$ cat src/rtl/vram_arbiter.sv
// vram_arbiter
//   Shares one synchronous single-port video RAM between the pixel fetcher
//   and the CPU. Video reads always take the slot and have a fixed one-cycle
//   latency. CPU accesses use the remaining cycles. CPU writes go into a
//   one-entry posted buffer and are acknowledged at once. CPU reads are
//   acknowledged when the RAM data comes back.
//
//   Ports
//     clk_pixel, nreset      : pixel clock and synchronous active-low reset
//     vid_rd, vid_addr       : video read strobe and address
//     vid_data               : video read data, valid the cycle after vid_rd, then held
//     cpu_req/we/addr/wdata  : CPU request (level); fields are stable until cpu_ack
//     cpu_ack, cpu_rdata     : one-cycle completion pulse and registered read data
//     mem_addr/we/wdata      : RAM address, write enable and write data
//     mem_rdata              : RAM read data, valid the cycle after its address
//
//   Slot owner per cycle, highest priority first
//     slot      | meaning
//     SLOT_VID  | video read; vid_addr drives the RAM
//     SLOT_WR   | drain the posted write buffer into the RAM
//     SLOT_CRD  | issue a new CPU read (buffer empty, no read in flight)
//     SLOT_IDLE | nothing to do; cpu_addr is parked on the RAM address
//
//   owner_q remembers the previous slot, so the returning mem_rdata can be
//   steered to the right consumer.
//     owner    | meaning
//     OWN_NONE | last cycle returned no useful data
//     OWN_VID  | last cycle was a video read
//     OWN_CPU  | last cycle was a CPU read (read in flight)

module vram_arbiter #(
  parameter int ADDR_W = 16,
  parameter int DATA_W = 8
) (
  input  logic              clk_pixel,
  input  logic              nreset,
  input  logic              vid_rd,
  input  logic [ADDR_W-1:0] vid_addr,
  output logic [DATA_W-1:0] vid_data,
  input  logic              cpu_req,
  input  logic              cpu_we,
  input  logic [ADDR_W-1:0] cpu_addr,
  input  logic [DATA_W-1:0] cpu_wdata,
  output logic              cpu_ack,
  output logic [DATA_W-1:0] cpu_rdata,
  output logic [ADDR_W-1:0] mem_addr,
  output logic              mem_we,
  output logic [DATA_W-1:0] mem_wdata,
  input  logic [DATA_W-1:0] mem_rdata
);

  typedef enum logic [1:0] {
    OWN_NONE = 2'd0,
    OWN_VID  = 2'd1,
    OWN_CPU  = 2'd2
  } owner_e;

  typedef enum logic [1:0] {
    SLOT_IDLE = 2'd0,
    SLOT_VID  = 2'd1,
    SLOT_WR   = 2'd2,
    SLOT_CRD  = 2'd3
  } slot_e;

  owner_e              owner_q, owner_d;
  logic                wb_valid_q, wb_valid_d;
  logic [ADDR_W-1:0]   wb_addr_q, wb_addr_d;
  logic [DATA_W-1:0]   wb_data_q, wb_data_d;
  logic [DATA_W-1:0]   vid_hold_q, vid_hold_d;
  logic                cpu_ack_q, cpu_ack_d;
  logic [DATA_W-1:0]   cpu_rdata_q, cpu_rdata_d;

  slot_e               slot;
  logic                new_req;
  logic                rd_in_flight;
  logic                wr_accept;

  always_ff @(posedge clk_pixel) begin
    if (!nreset) begin
      owner_q     <= OWN_NONE;
      wb_valid_q  <= 1'b0;
      wb_addr_q   <= '0;
      wb_data_q   <= '0;
      vid_hold_q  <= '0;
      cpu_ack_q   <= 1'b0;
      cpu_rdata_q <= '0;
    end else begin
      owner_q     <= owner_d;
      wb_valid_q  <= wb_valid_d;
      wb_addr_q   <= wb_addr_d;
      wb_data_q   <= wb_data_d;
      vid_hold_q  <= vid_hold_d;
      cpu_ack_q   <= cpu_ack_d;
      cpu_rdata_q <= cpu_rdata_d;
    end
  end

  always_comb begin
    slot        = SLOT_IDLE;
    owner_d     = OWN_NONE;
    wb_valid_d  = wb_valid_q;
    wb_addr_d   = wb_addr_q;
    wb_data_d   = wb_data_q;
    vid_hold_d  = vid_hold_q;
    cpu_rdata_d = cpu_rdata_q;
    mem_addr    = cpu_addr;
    mem_we      = 1'b0;
    mem_wdata   = wb_data_q;
    vid_data    = vid_hold_q;

    // While cpu_ack is high the same request is still on the bus and must
    // not be taken a second time.
    new_req      = cpu_req & ~cpu_ack_q;
    rd_in_flight = (owner_q == OWN_CPU);
    wr_accept    = new_req & cpu_we & ~wb_valid_q;

    // A CPU read waits for the buffer to drain, so it always returns the
    // newest write.
    if (vid_rd) begin
      slot = SLOT_VID;
    end else if (wb_valid_q) begin
      slot = SLOT_WR;
    end else if (new_req && !cpu_we && !rd_in_flight) begin
      slot = SLOT_CRD;
    end

    case (slot)
      SLOT_VID: begin
        mem_addr = vid_addr;
        owner_d  = OWN_VID;
      end
      SLOT_WR: begin
        mem_addr   = wb_addr_q;
        mem_we     = nreset;
        wb_valid_d = 1'b0;
      end
      SLOT_CRD: begin
        owner_d = OWN_CPU;
      end
      default: begin
        owner_d = OWN_NONE;
      end
    endcase

    // wr_accept needs an empty buffer, so it never races with the drain.
    if (wr_accept) begin
      wb_valid_d = 1'b1;
      wb_addr_d  = cpu_addr;
      wb_data_d  = cpu_wdata;
    end

    cpu_ack_d = wr_accept | rd_in_flight;
    if (rd_in_flight) begin
      cpu_rdata_d = mem_rdata;
    end

    if (owner_q == OWN_VID) begin
      vid_data   = mem_rdata;
      vid_hold_d = mem_rdata;
    end
  end

  assign cpu_ack   = cpu_ack_q;
  assign cpu_rdata = cpu_rdata_q;

endmodule

$ cat config.mk
export PLATFORM = sky130hd
export DESIGN_NAME = vram_arbiter
export DESIGN_NICKNAME = d
export VERILOG_FILES = /design/src/rtl/vram_arbiter.sv
export SDC_FILE = /design/constraint.sdc
export NUM_CORES = 1
export LEC_CHECK = 0
export CAP_MARGIN = 20
export CORE_MARGIN = 2
export CORE_UTILIZATION = 38
export CTS_BUF_LIST = sky130_fd_sc_hd__clkbuf_4 sky130_fd_sc_hd__clkbuf_8
export CTS_CLUSTER_DIAMETER = 120
export DETAILED_ROUTE_END_ITERATION = 7
export GPL_ROUTABILITY_DRIVEN = 0
export PLACE_DENSITY = 0.78
export REMOVE_ABC_BUFFERS = 1
export SYNTH_ARGS = -nofsm -noshare
export SYNTH_HDL_FRONTEND = slang
export SYNTH_SLANG_ARGS = --single-unit
$ cat constraint.sdc
create_clock -name clk_pixel -period 1.2 [get_ports clk_pixel]
set_input_delay 0.24 -clock clk_pixel [delete_from_list [all_inputs] [get_ports clk_pixel]]
set_output_delay 0.24 -clock clk_pixel [all_outputs]
set_load 0.02 [all_outputs]
### Word level (Yosys, flattened, before mapping)

Cells that the tools add are included.

| operators by class | value |
|---|---|
| reduce and logical (&&, ||, !) cells | 5 |
| eq/ne operators | 5 |
| bitwise operators | 6 |
| mux-type cells | 9 |

Operators by type and width:

| kind | number |
|---|---|
| one-hot mux 16 bit (2 select lines) | 1 |
| two-way mux 8 bit | 1 |
| == test 2 bit, second input constant | 3 |
| two-way mux 2 bit | 3 |
| == test 2 x 1 -> 1 bit, second input constant | 2 |
| one-hot mux 2 bit (2 select lines) | 1 |
| bitwise AND 1 bit | 3 |
| two-way mux 1 bit | 3 |
| logical AND 1 bit | 2 |
| zero test 1 bit | 2 |
| NOT 1 bit | 2 |
| nonzero test 2 bit | 1 |
| OR 1 bit | 1 |

| word-level totals | value |
|---|---|
| bits of input ports | 53 |
| output and inout bits | 42 |
| bits in registers | 44 |

### Depth between registers and ports, before layout

Gate-level depths: netlist of the first run.

| depth | value |
|---|---|
| word-level depth | 10 |
| gate-level depth with buffers | 5 |

### Worst setup path before layout of the first run

Ideal clock, no wire load.

| timing | value |
|---|---|
| path type | register to output |
| start | register wb_valid_q |
| end | output mem_addr[0] |
| cell stages (with the launch flop) | 5 |
| path slack | -333 ps |
| data arrival time | 1,293 ps |
| cell sequence | dfxtp_1 -> buf_6 -> buf_2 -> mux2i_1 -> o21ai_0 |

| on the way | value |
|---|---|
| word-level cells in the longest chain between the ends | 4 |
| elaborated cells between the ends (all ways) | 5 |
| those cells by class | eq/ne: 2; mux: 3 |

Ends and longest elaborated chain:

| element | RTL line | text |
|---|---|---|
| start: declaration | 66 | `logic wb_valid_q, wb_valid_d;` |
| start signal: assignment | 89 | `wb_valid_q <= wb_valid_d;` |
| two-way mux 2 bit * | 121 | `end else if (wb_valid_q) begin` |
| two-way mux 2 bit * | 119 | `if (vid_rd) begin` |
| == test 2 bit or == test 2 x 1 -> 1 bit (tied branches) | 127 | `case (slot)` |
| one-hot mux 16 bit (2 select lines) * | 127 |  |
| end: declaration | 46 | `output logic [ADDR_W-1:0] mem_addr,` |

Mark *: on every way between the ends. The rest lies on a longest branch, timed or not.

### Worst setup path in the final report of the first run

| timing | value |
|---|---|
| start | register owner_q[1] |
| end | output vid_data[5] |

| on the way | value |
|---|---|
| word-level cells in the longest chain between the ends | 2 |

Ends and longest elaborated chain:

| element | RTL line | text |
|---|---|---|
| start: declaration | 65 | `owner_e owner_q, owner_d;` |
| start signal: assignment | 88 | `owner_q <= owner_d;` |
| == test 2 x 1 -> 1 bit | 157 | `if (owner_q == OWN_VID) begin` |
| two-way mux 8 bit | 157 |  |
| end: declaration | 39 | `output logic [DATA_W-1:0] vid_data,` |

Every way passes these cells.

==> reports/summary.txt, run 1 <==
worst hold path cell count: 2
CTS Hold Bufs: 0
TritonCTS Sinks: 44
transition time at the pin with the least slew margin: 654 ps
die width: 76.0 µm
Worst Setup Start Kind: flip-flop
Hold Path End: mem_wdata[0]$_SDFFE_PN0P_
# H-tree levels: 2
RSZ-0062 raised after global routing: yes
Max VDD drop: 0.493 mV
Leak: 0.00138 µW
share of the synthesized area in the top cell type: 0.447
routed vias/inst: 4.88
pwr dens: 1080 nW/µm²
Syn. warnings: 0
Post-Synthesis Mean Instance Area: 8.32 µm²
DRT Pass-1 Iters: 4
largest net degree at the start of global routing: 69
status: finished, violations left
row cnt: 26
Data arrival, critical path: 1310 ps
DR iter-0 viols: 58
hold_ws: 448 ps
TritonCTS Buffers: 5
top-count cell post-synth: nand2_1
Area contributors post-synth: dfxtp_1 45%, nand2_1 11%, o21ai_0 10%, mux2i_1 8.1%, nand3_1 6.1%
final hold vios: 0
Synth Cell Area: 1970 µm²
top cells by count, synth: 56 x nand2_1, 44 x dfxtp_1, 40 x o21ai_0
die area: 5780 µm²
GRT Overall Usage: 0.186
r2r endpoint: wb_addr_q[13]$_SDFFE_PN0P_
DR vias: 1996
post-synth top area cell: dfxtp_1
core area: 5040 µm²
Hold Crit Start: mem_wdata[0]$_SDFFE_PN0P_
first-pass GRT wire length: 9050 µm
worst reg2reg path depth: 6
Tcrit/Tclk final: 1.29
RR Startpoint: wb_valid_q$_SDFFE_PN0P_
failing checks: negative setup slack
# fillers: 408
Post-Place Cells: 391
IO Pins: 95
WL per Instance: 13.7 µm
CP Max Fanout: 8
flops & latches, synth: 44
r2r setup slk: -310 ps
HP Class: flip-flop to flip-flop
layout cells sized above 1: 0.322
fin crit period: 1550 ps
PnR worst setup slack: -348 ps
FFs w/ async S/R, synth: 0
Congestion Overflow GR: 0
Pins Over Slew Limit: 0
drt total wl: 5610 µm
Yosys cell types: 19
# diodes: 0
sequential share of the synthesized area: 0.447
clk root buf: clkbuf_8
EDFF count, synth: 0
clock latency on the worst-skew pair: 290 ps
gate count after technology mapping: 237
Final HPWL DP: 3440 µm
Nets: 391
Worst Path Required: 960 ps
Non-Filler Instances: 409
initial antenna violation count: 0
Slew HR: 0.564
Final ANT Viol Nets: 0
die extent in y: 76.0 µm
fmax: 0.646 GHz
vias in the first global route: 1876
Worst Setup End Kind: output pin
Setup violations, final: 52
DRC Markers: 0
CTS tree: done
Clock transition at path regs: 80 ps
initial core utilization: 0.391
Layout area overhead: 74.2%
Synth Flop Type: dfxtp_1
port buffer count: 94
Fin Clk Skew: 7.09 ps
MaxCap Viol Count: 0
Bufs on Longest Clock Path: 2
WS Path Type: flip-flop to output pin
through the flow:
step | setup slack (ps) | TNS, ps | util | total power [µW] | cell area (µm²)
2_1_floorplan | -515 | -22460 | - | 1890 | 1870
5_1_grt | -388 | -16860 | 0.681 | 3880 | 3440
3_3_place_gp | -735 | -22800 | 0.607 | 2370 | 3060
6_report | -348 | -14390 | 0.681 | 3710 | 3440
4_1_cts | -360 | -12950 | 0.660 | 3690 | 3330
3_5_place_dp | -772 | -23530 | 0.607 | 2380 | 3060
how the worst max path moves through the flow:
stage                                  from           to  slack, ps
global placement                     vid_rd       mem_we       -730
floorplan           wb_valid_q$_SDFFE_PN0P_  mem_addr[0]       -510
finish                owner_q[1]$_SDFF_PN0_  vid_data[5]       -350
CTS                   owner_q[1]$_SDFF_PN0_  vid_data[7]       -360
detailed placement                   vid_rd  mem_addr[8]       -770
global route          owner_q[1]$_SDFF_PN0_  vid_data[5]       -390
area by class of cell:
class | instances | area [µm²] | area share
flip-flops and latches | 44 | 887 | 0.258
clock inverters | 1 | 30.0 | 0.00874
repair buffers | 116 | 1190 | 0.348
multi-input cells | 171 | 1140 | 0.332
clock buffers | 7 | 96.3 | 0.0280
well taps | 70 | 87.6 | 0.0255
placed cells by master, fill, tap and decap left out, drive strengths merged:
master	count
nand2	56
clkdlybuf4s50	50
buf	45
dfxtp	44
o21ai	40
nand3	24
clkbuf	23
mux2i	16
and2	9
mux2	8
a21boi	8
clkdlybuf4s15	3
nand2b	2
nor2b	2
and3b	1
and4bb	1
or4b	1
nor4b	1
a21oi	1
o21a	1
bufinv	1
bufbuf	1
dlygate4sd2	1
state kept, by name, summed over array words and instances, names as in the netlist:
name and flops:
wb_addr_q 16, owner_q 2, cpu_ack 1, mem_wdata 8, vid_hold_q 8, cpu_rdata 8
wb_valid_q 1
per-layer routing:
layer	up-vias	global-route usage	wire length [µm]
li1	1009	-	-
met1	912	0.249	2640
met2	67	0.308	2640
met3	8	0.0379	271
met4	0	0.0491	61
met5	-	0	0
where the power goes:
| group | switching, µW | leakage [µW] | internal, µW |
|---|---|---|---|
| registers | 36.8 | 0.000360 | 1520 |
| logic | 414 | 0.000959 | 508 |
| clock network | 497 | 0.0000645 | 735 |
| total | 948 | 0.00138 | 2770 |
cells by family (layout without fill, tap and decap cells):
family | after synthesis | count (layout) | synth area share
mux | 24 | 24 | 0.127
flops | 44 | 44 | 0.447
compound gates | 50 | 50 | 0.138
simple gates | 97 | 97 | 0.239
buf+inv | 22 | 124 | 0.0495
worst max-delay path: stages (launching register included):
cell and delay (ps):
dfxtp_2 330, nand2b_4 220, mux2_4 330, buf_6 130
timing repair:
action / 4_1_cts / 5_1_grt
gates cloned: 4 / 3
pin swaps: 11 / 4
setup endpoints to repair: 77 / 67
hold endpoints to repair: 0 / 0
resized for setup: 231 / 42
buffers inserted: 3 / 2
(Power assumes the default switching activity.)
==> run 2: changes to the inputs <==
--- a/config.mk
+++ b/config.mk
@@ -7,3 +7,2 @@
 export LEC_CHECK = 0
-export CAP_MARGIN = 20
 export CORE_MARGIN = 2
--- a/constraint.sdc
+++ b/constraint.sdc
@@ -3,2 +3,2 @@
 set_output_delay 0.24 -clock clk_pixel [all_outputs]
-set_load 0.02 [all_outputs]
+set_load 0.005 [all_outputs]
==> run 2 against run 1 <==
- the flow still finishes with violations (negative setup slack)
- sequential share of layout area fell by 1.1 points
- clock skew hardly changed
- global-route usage is 2.2 points higher
- clock power is 28% lower
- cell area is 5.5% higher
- combinational power shrank 2.8%
- core utilization grew 3.7 points
- first-iteration DRC count increased by 98%
- non-clock buffer count up 8
- critical endpoint is now mem_addr[11]
- largest cell class unchanged
- highest routed layer unchanged
==> reports/summary.txt, run 2 (same netlist as run 1, synthesis figures left out) <==
Buf+Inv Stages, Crit Path: 3
met3 Use GR: 0.0616
Tcrit/Tclk final: 1.32
RSZ-0062 raised after global routing: yes
Final HPWL DP: 3410 µm
Setup violations, final: 52
GRT Overall Usage: 0.208
Post-Place Cells: 392
DRT Pass-1 Iters: 5
Setup TNS: -14360 ps
transition time at the pin with the least slew margin: 812 ps
cell family with most CP delay: flip-flops
clk root buf: clkbuf_8
Largest Register: wb_addr_q
Data arrival, critical path: 1340 ps
commonest cells after routing, fill and taps aside: 56 x nand2_1, 50 x clkdlybuf4s50_1, 34 x dfxtp_1, 27 x o21ai_1
WL per Instance: 14.7 µm
Congestion Overflow GR: 0
Slew HR: 0.459
largest net degree at the start of global routing: 69
r2r setup slk: -270 ps
TritonCTS Sinks: 44
HP Class: flip-flop to flip-flop
crit path max-delay cell type: dfxtp_4
global-route met2 utilization: 0.364
Worst Setup Start Kind: flip-flop
# H-tree levels: 2
fmax: 0.631 GHz
die area: 5780 µm²
Clock transition at path regs: 80 ps
failing checks: negative setup slack
Largest register FFs: 16
worst slack, placed: -693 ps
CP Max Fanout: 4
Bufs on Longest Clock Path: 2
final hold vios: 0
port buffer count: 94
die extent in y: 76.0 µm
DRC Markers: 0
TritonCTS Buffers: 5
Leak: 0.00147 µW
Non-Filler Instances: 416
routed vias/inst: 5.00
Worst Path Required: 960 ps
clock latency on the worst-skew pair: 300 ps
Pwr Total: 3350 µW
layout cells sized above 1: 0.358
Nets: 399
commonest non-fill, non-tap cell in the layout: nand2_1
Reg area: 896 µm²
row cnt: 26
Final ANT Viol Nets: 0
worst-path cell chain: buf_6 -> buf_12 -> mux2i_1 -> o21ai_1 -> buf_2
Max VDD drop: 0.544 mV
vias in the first global route: 2037
Pins Over Slew Limit: 0
IO Pins: 95
CTS tree: done
# fillers: 387
die width: 76.0 µm
# diodes: 0
DR iter-0 viols: 115
Fin Clk Skew: 7.58 ps
PnR worst setup slack: -384 ps
CTS Hold Bufs: 0
initial core utilization: 0.391
status: finished, violations left
initial antenna violation count: 0
WS Path Type: flip-flop to output pin
global routing met1 resource utilization: 0.243
busiest grt layer: met2
area of the multi-input gates: 1250 µm²
core area: 5040 µm²
first-pass GRT wire length: 9880 µm
Layout area overhead: 83.8%
CP max stage delay: 380 ps
pwr dens: 924 nW/µm²
drt total wl: 6110 µm
MaxCap Viol Count: 0
Worst Setup End Kind: output pin
fin crit period: 1580 ps
DR vias: 2081
## run 2: cell types whose count changed in the layout (fill, tap and decap cells not counted), moves of 5 or more
| cell | previous run | this run |
|---|---|---|
| nand3_1 | 17 | 2 |
| dlygate4sd2_1 | 1 | 18 |
| dfxtp_2 | 2 | 9 |
| nand3_4 | 1 | 6 |
| buf_6 | 10 | 15 |
| dfxtp_1 | 41 | 34 |
| nand3_2 | 6 | 16 |
| clkbuf_2 | 13 | 0 |
## run 2: layout make-up
| cell class | count | area share |
|---|---|---|
| flip-flops and latches | 44 | 0.247 |
| clock buffers | 5 | 0.0190 |
| well taps | 70 | 0.0242 |
| repair buffers | 124 | 0.360 |
| multi-input cells | 171 | 0.346 |
| clock inverters | 2 | 0.00345 |
## run 2: final timing paths
| kind | to | cells past startpoint | start |
|---|---|---|---|
| max | mem_addr[11] | 5 | wb_valid_q$_SDFFE_PN0P_ |
| min | mem_wdata[4]$_SDFFE_PN0P_ | 2 | mem_wdata[4]$_SDFFE_PN0P_ |
| max reg2reg | wb_addr_q[10]$_SDFFE_PN0P_ | 7 | wb_valid_q$_SDFFE_PN0P_ |
| min reg2reg | mem_wdata[4]$_SDFFE_PN0P_ | 2 | mem_wdata[4]$_SDFFE_PN0P_ |
## run 2: timing repair
item,in CTS,in global routing
gates cloned,6,1
setup buffers,11,4
endpoints found under the setup margin,73,52
resized for setup,224,24
pin swaps,33,18
## run 2: layer usage
layer / part of all wire / wire length [µm] / vias up
met1: 0.42 / 2560 / 964
met5: 0 / 0 / -
li1: - / - / 1019
met4: 0.021 / 129 / 0
met3: 0.062 / 380 / 13
met2: 0.50 / 3030 / 85
## run 2: power breakdown
part           internal, µW  switching, µW
combinational           537            359
sequential             1530           34.4
clock                   394            496
## run 2: worst min-delay path, cell delays in order (launching register included)
cell and delay [ps]:
dfxtp_1 310, nand2_1 50, o21ai_1 50
## run 2: metrics by stage
stage | hold slack, ps | util | area (µm²)
3_5_place_dp | 454 | 0.606 | 3060
6_report | 448 | 0.719 | 3620
5_1_grt | 472 | 0.719 | 3620
2_1_floorplan | 311 | - | 1870
4_1_cts | 453 | 0.701 | 3540
3_3_place_gp | 444 | 0.606 | 3060
==> RTL change 1: new RTL, flow settings as in run 2 <==
`ADDR_W`: 16 -> 15.
--- a/src/rtl/vram_arbiter.sv
+++ b/src/rtl/vram_arbiter.sv
@@ -30,5 +30,5 @@
 
 module vram_arbiter #(
-  parameter int ADDR_W = 16,
+  parameter int ADDR_W = 15,
   parameter int DATA_W = 8
 ) (
Interface: changed (resized cpu_addr, mem_addr and vid_addr); port bits go from 95 to 92. No check against the original RTL was run, so the function may have changed too.
==> RTL change 1 against run 2 <==
The run still ends with setup timing left; die area decreased by 1.7%; register-to-register slack improved by 80 ps; total power increased by 3.6%; sequential cell count shrank 1; area after synthesis fell by 1.8%; final cell count is 2.4% lower; routed wire length fell by 5.6%; setup slack gained 38 ps; cell area decreased by 6.4%; global-route usage rose by 0.34 points; synthesized cell count is 3.4% lower; largest power group unchanged.
==> RTL change 1: results (changes against run 2) <==
## Cells and area
* antenna cell count: 0, unchanged
* fraction of final layout cells with drive strength greater than 1: 33.6%, -2.2 points
* max FFs per register: 15, -1
* number of standard cells in the final layout excluding fillers: 406, -2.4%
* register ranked first by flip-flop count: wb_addr_q
* total number of nets in the final design: 389, -2.5%

## Global routing
* pin count of the biggest net entering global routing: 40, -42%
* global-route total usage across every layer: 21.1%, +0.34 points
* initial antenna violation count: 0, unchanged
* first-pass GRT wire length: 9.18 mm, -7.1%

## Status
* violated checks: setup timing
* run status: finished, violations left

## Drt
* First DRT Iteration DRCs: 42, -63%
* Via Count: 1984, -4.7%
* number of optimization iterations in the first detailed-route pass: 4, -1
* DR WL/cell: 14.2 um, -3.3%

## Worst setup path
* R2R cell count: 6, -1
* maximum fanout count along the critical path: 6, +2
* data arrival at the endpoint of the critical path: 1310 ps, -30 ps

## CTS
* number of buffers inserted during clock tree synthesis: 5, unchanged
* CTS H-tree depth: 2, unchanged
* cell chosen for the clock root: clkbuf_8
* number of buffers between clock root and the deepest sink: 2, unchanged
* clock input transition at the sequential cells of the worst setup and hold paths: 80 ps, about the same
* Clock Latency Late Sink: 300 ps, about the same

## Power
* worst vdd rail ir drop: 0.518 mV, -4.9%
* Lkg Pwr: 1.42 nW, -3.3%

## STA
* setup-violating endpoint count in the final report: 51, -1.9%
* Slew @ Worst Pin: 310 ps, -502 ps
* accumulated negative setup slack: -10920 ps, +3440 ps
* post-route setup slack: -346 ps, +38.2 ps
* setup skew after layout: 9.87 ps, +2.29 ps

## Yosys
* Post-synth ARST share: 0%, unchanged
* number of different library cells in the post-synthesis netlist: 22, +3
* yosys synthesis warning count: 0, unchanged
* top_reg_cell synth: dfxtp_1
* instance count of the mapped netlist: 229, -3.4%
* most common library cells after synthesis: 54 x nand2_1, 43 x dfxtp_1, 33 x o21ai_0
* sequential share of the synthesized area: 44.4%, -0.23 points
* Synth area leaders: dfxtp_1 44%, nand2_1 10%, o21ai_0 8.5%, mux2i_1 7.8%, nand3_1 5.9%

## Place
* Port Buffers: 91, -3.2%
* HPWL reported at the end of detailed placement: 3.61 mm, +6.0%
* dpl ws: -638 ps, +55.5 ps
* placed inst area: 0.00303 mm^2, -0.86%

## Worst hold path
* worst hold stages: 2, unchanged
* Min-Delay Path Class: flop to flop

RTL change 1: final cells by class:
class | instances | area, um^2
Fill cell | 409 | 1420
Timing Repair Buffer | 123 | 1190
Multi-Input combinational cell | 165 | 1130
Sequential cell | 43 | 875
Tap cell | 67 | 83.8
Clock buffer | 6 | 82.6
Clock inverter | 2 | 35.0
RTL change 1: worst paths after layout:
kind                     start       endpoint  slack, ps
setup reg to reg    wb_valid_q  wb_addr_q[12]       -190
hold reg to reg   mem_wdata[6]   mem_wdata[6]        450
hold / removal    mem_wdata[6]   mem_wdata[6]        450
setup / recovery    wb_valid_q    mem_addr[9]       -350
RTL change 1: logic make-up after synthesis:
kind of cell	synth area share, %
flops	44.4
compound gates	13.6
buf+inv	5.94
mux	12.4
simple gates	23.6
RTL change 1: worst max-delay path, stage by stage (launching register included):
cell,delay (ps)
dfxtp_4,390
buf_12,130
buf_12,100
mux2i_1,190
o21ai_1,70
buf_2,120
RTL change 1: timing repair:
action | in CTS | in global routing
gates resized for setup | 194 | 25
setup endpoints to repair | 75 | 52
pin swaps | 23 | 25
buffers inserted | 9 | 4
gates cloned | 5 | 0
RTL change 1: metal layers:
layer  vias up  track usage, %  share of wire [%]
met2        74            35.8                 48
met3         9            4.50                6.2
met4         0            6.82                1.7
li1        993               -                  -
met1       908            26.8                 45
met5         -               0                  0
RTL change 1: power breakdown:
| group | total [mW] | internal (mW) | leakage, nW | switching, mW |
|---|---|---|---|---|
| Combinational | 0.789 | 0.478 | 1.01 | 0.311 |
| Clock | 1.16 | 0.673 | 0.0612 | 0.482 |
| Sequential | 1.52 | 1.49 | 0.355 | 0.0328 |
| Total | 3.47 | 2.64 | 1.42 | 0.826 |
==> RTL change 2: new RTL, config.mk and constraints of run 2 <==
Without the edit above. Encoding of `owner_e`: now one-hot (3 bits for 3 values).
--- a/src/rtl/vram_arbiter.sv
+++ b/src/rtl/vram_arbiter.sv
@@ -50,8 +50,8 @@
 );
 
-  typedef enum logic [1:0] {
-    OWN_NONE = 2'd0,
-    OWN_VID  = 2'd1,
-    OWN_CPU  = 2'd2
+  typedef enum logic [2:0] {
+    OWN_NONE = 3'b001,
+    OWN_VID  = 3'b010,
+    OWN_CPU  = 3'b100
   } owner_e;
 
Behaviour: no difference found for any inputs over 10 cycles, from zero or initial values and one cycle with nreset low; not proved beyond that.
==> RTL change 2 against run 2 <==
The flow still finishes with violations (setup timing); routed wire length is 14% higher; sequential cell count is 1 higher; area after synthesis is 13% higher; critical path depth stayed put; setup slack worse by 220 ps; first-iteration DRC count is 34% lower; synthesized cell count is 3.8% higher; via count is 5.4% higher; cell area is 7.5% higher; total power is 2.9% higher.
==> RTL change 2: results (changes against run 2) <==
## STA
* post-route setup slack: -604 ps, -220 ps
* accumulated negative setup slack: -24320 ps, -9970 ps
* setup-violating endpoint count in the final report: 69, +33%
* worst slew margin relative to its limit: 74.7%, +29 points
* setup skew after layout: 6.46 ps, -1.12 ps

## Cells and area
* antenna cell count: 0, unchanged
* total number of nets in the final design: 436, +9.3%
* max FFs per register: 16, unchanged
* fillcell total: 443, +14%
* fraction of final layout cells with drive strength greater than 1: 30.5%, -5.4 points

## Yosys
* count of flip-flops with a built-in enable after synthesis: 0, unchanged
* synthesized area divided by synthesized cell count: 9.02 um^2, +8.4%
* yosys synthesis warning count: 0, unchanged
* Synth area leaders: dfxtp_1 41%, mux2i_1 25%, nand2_1 15%, o21ai_0 3.6%, mux2_2 3.0%
* number of different library cells in the post-synthesis netlist: 22, +3
* most common library cells after synthesis: 88 x nand2_1, 56 x mux2i_1, 45 x dfxtp_1
* sequential share of the synthesized area: 40.6%, -4.1 points
* Post-synth ARST share: 0%, unchanged

## CTS
* clock input transition at the sequential cells of the worst setup and hold paths: 80 ps, about the same
* CTS H-tree depth: 2, unchanged
* cell chosen for the clock root: clkbuf_8
* number of buffers inserted during clock tree synthesis: 5, unchanged
* Clock Latency Late Sink: 290 ps
* number of buffers between clock root and the deepest sink: 2, unchanged

## Worst setup path
* end of the critical path: vid_data[1]
* worst reg-to-reg setup slack: -430 ps, -160 ps
* worst r2r src: wb_valid_q
* delay contributed by the slowest stage of the critical path: 340 ps, -40 ps
* critical-path cell with the highest stage delay: dfxtp_2
* R2R cell count: 7, unchanged
* origin of the worst setup path: owner_q[0]
* maximum fanout count along the critical path: 5, +1
* Crit Reg-Reg Endpoint: wb_addr_q[5]
* data arrival at the endpoint of the critical path: 1560 ps, +220 ps

## Global routing
* first-pass GRT wire length: 10.7 mm, +8.4%
* global-route total usage across every layer: 21.5%, +0.69 points
* pin count of the biggest net entering global routing: 41, -41%
* initial antenna violation count: 0, unchanged

## Power
* Lkg Pwr: 1.75 nW, +19%
* power density cells: 885 mW/mm^2, -4.2%
* worst vdd rail ir drop: 0.654 mV, +20%

## Place
* Port Buffers: 94, unchanged
* HPWL reported at the end of detailed placement: 3.88 mm, +14%
* placed inst area: 0.00332 mm^2, +8.4%
* dpl ws: -654 ps, +39.2 ps
* total instance count after detailed placement: 412, +5.1%

## Drt
* DR WL/cell: 15.3 um, +3.9%
* final wirelength: 6.96 mm, +14%
* First DRT Iteration DRCs: 76, -34%
* Via Count: 2193, +5.4%
* number of optimization iterations in the first detailed-route pass: 5, unchanged

## Status
* run status: finished, violations left
* violated checks: setup timing

## Worst hold path
* Min-Delay Path Class: flop to flop

==> RTL change 2: worst max-delay path: cells and delay by family (launching register included) <==
kind          cells  cell delay (ps)
flops             1              340
simple gates      1              240
mux               1              300
buf+inv           3              380
==> RTL change 2: final cells by class <==
cell class	count	share of cell area, %
sequential	45	23.5
multi-input combinational	181	32.5
timing repair buffer	150	39.4
clock buffer	8	2.35
tap	72	2.31
==> RTL change 2: kinds of logic (layout without fill, tap and decap cells) <==
kind of cell | after synthesis | in the layout | synth area share, %
mux | 64 | 64 | 29.7
simple gates | 98 | 98 | 19.3
compound gates | 19 | 19 | 4.62
buf+inv | 20 | 158 | 5.86
flops | 45 | 45 | 40.6
==> RTL change 2: report_power, final <==
part           leakage, nW  switching (mW)  internal, mW  total, mW
combinational         1.33           0.332         0.554      0.886
sequential           0.370          0.0373          1.55       1.59
clock               0.0498           0.487         0.482      0.969
total                 1.75           0.856          2.59       3.45
==> RTL change 2: worst min path at each step <==
stage,startpoint,to,slack (ps),cells after the start
3_5_place_dp,wb_addr_q[9],wb_addr_q[9],450,2
6_report,mem_wdata[7],mem_wdata[7],460,2
3_3_place_gp,wb_addr_q[4],wb_addr_q[4],440,2
5_1_grt,mem_wdata[7],mem_wdata[7],470,2
4_1_cts,wb_addr_q[12],wb_addr_q[12],460,2
2_1_floorplan,nreset,owner_q[0],330,1
==> RTL change 2: repair_timing <==
item,in CTS,in global routing
hold endpoints to repair,0,0
pin swaps,11,14
buffers inserted,30,12
cloned,6,0
setup endpoints to repair,78,69
gates resized for setup,185,31
==> RTL change 2: metal layers <==
layer | GRT usage (%) | vias to the layer above | wire length (um)
met4 | 6.78 | 0 | 199
met1 | 25.0 | 1008 | 2860
met2 | 38.8 | 68 | 3520
met5 | 0 | - | 0
li1 | - | 1099 | -
met3 | 4.94 | 18 | 381
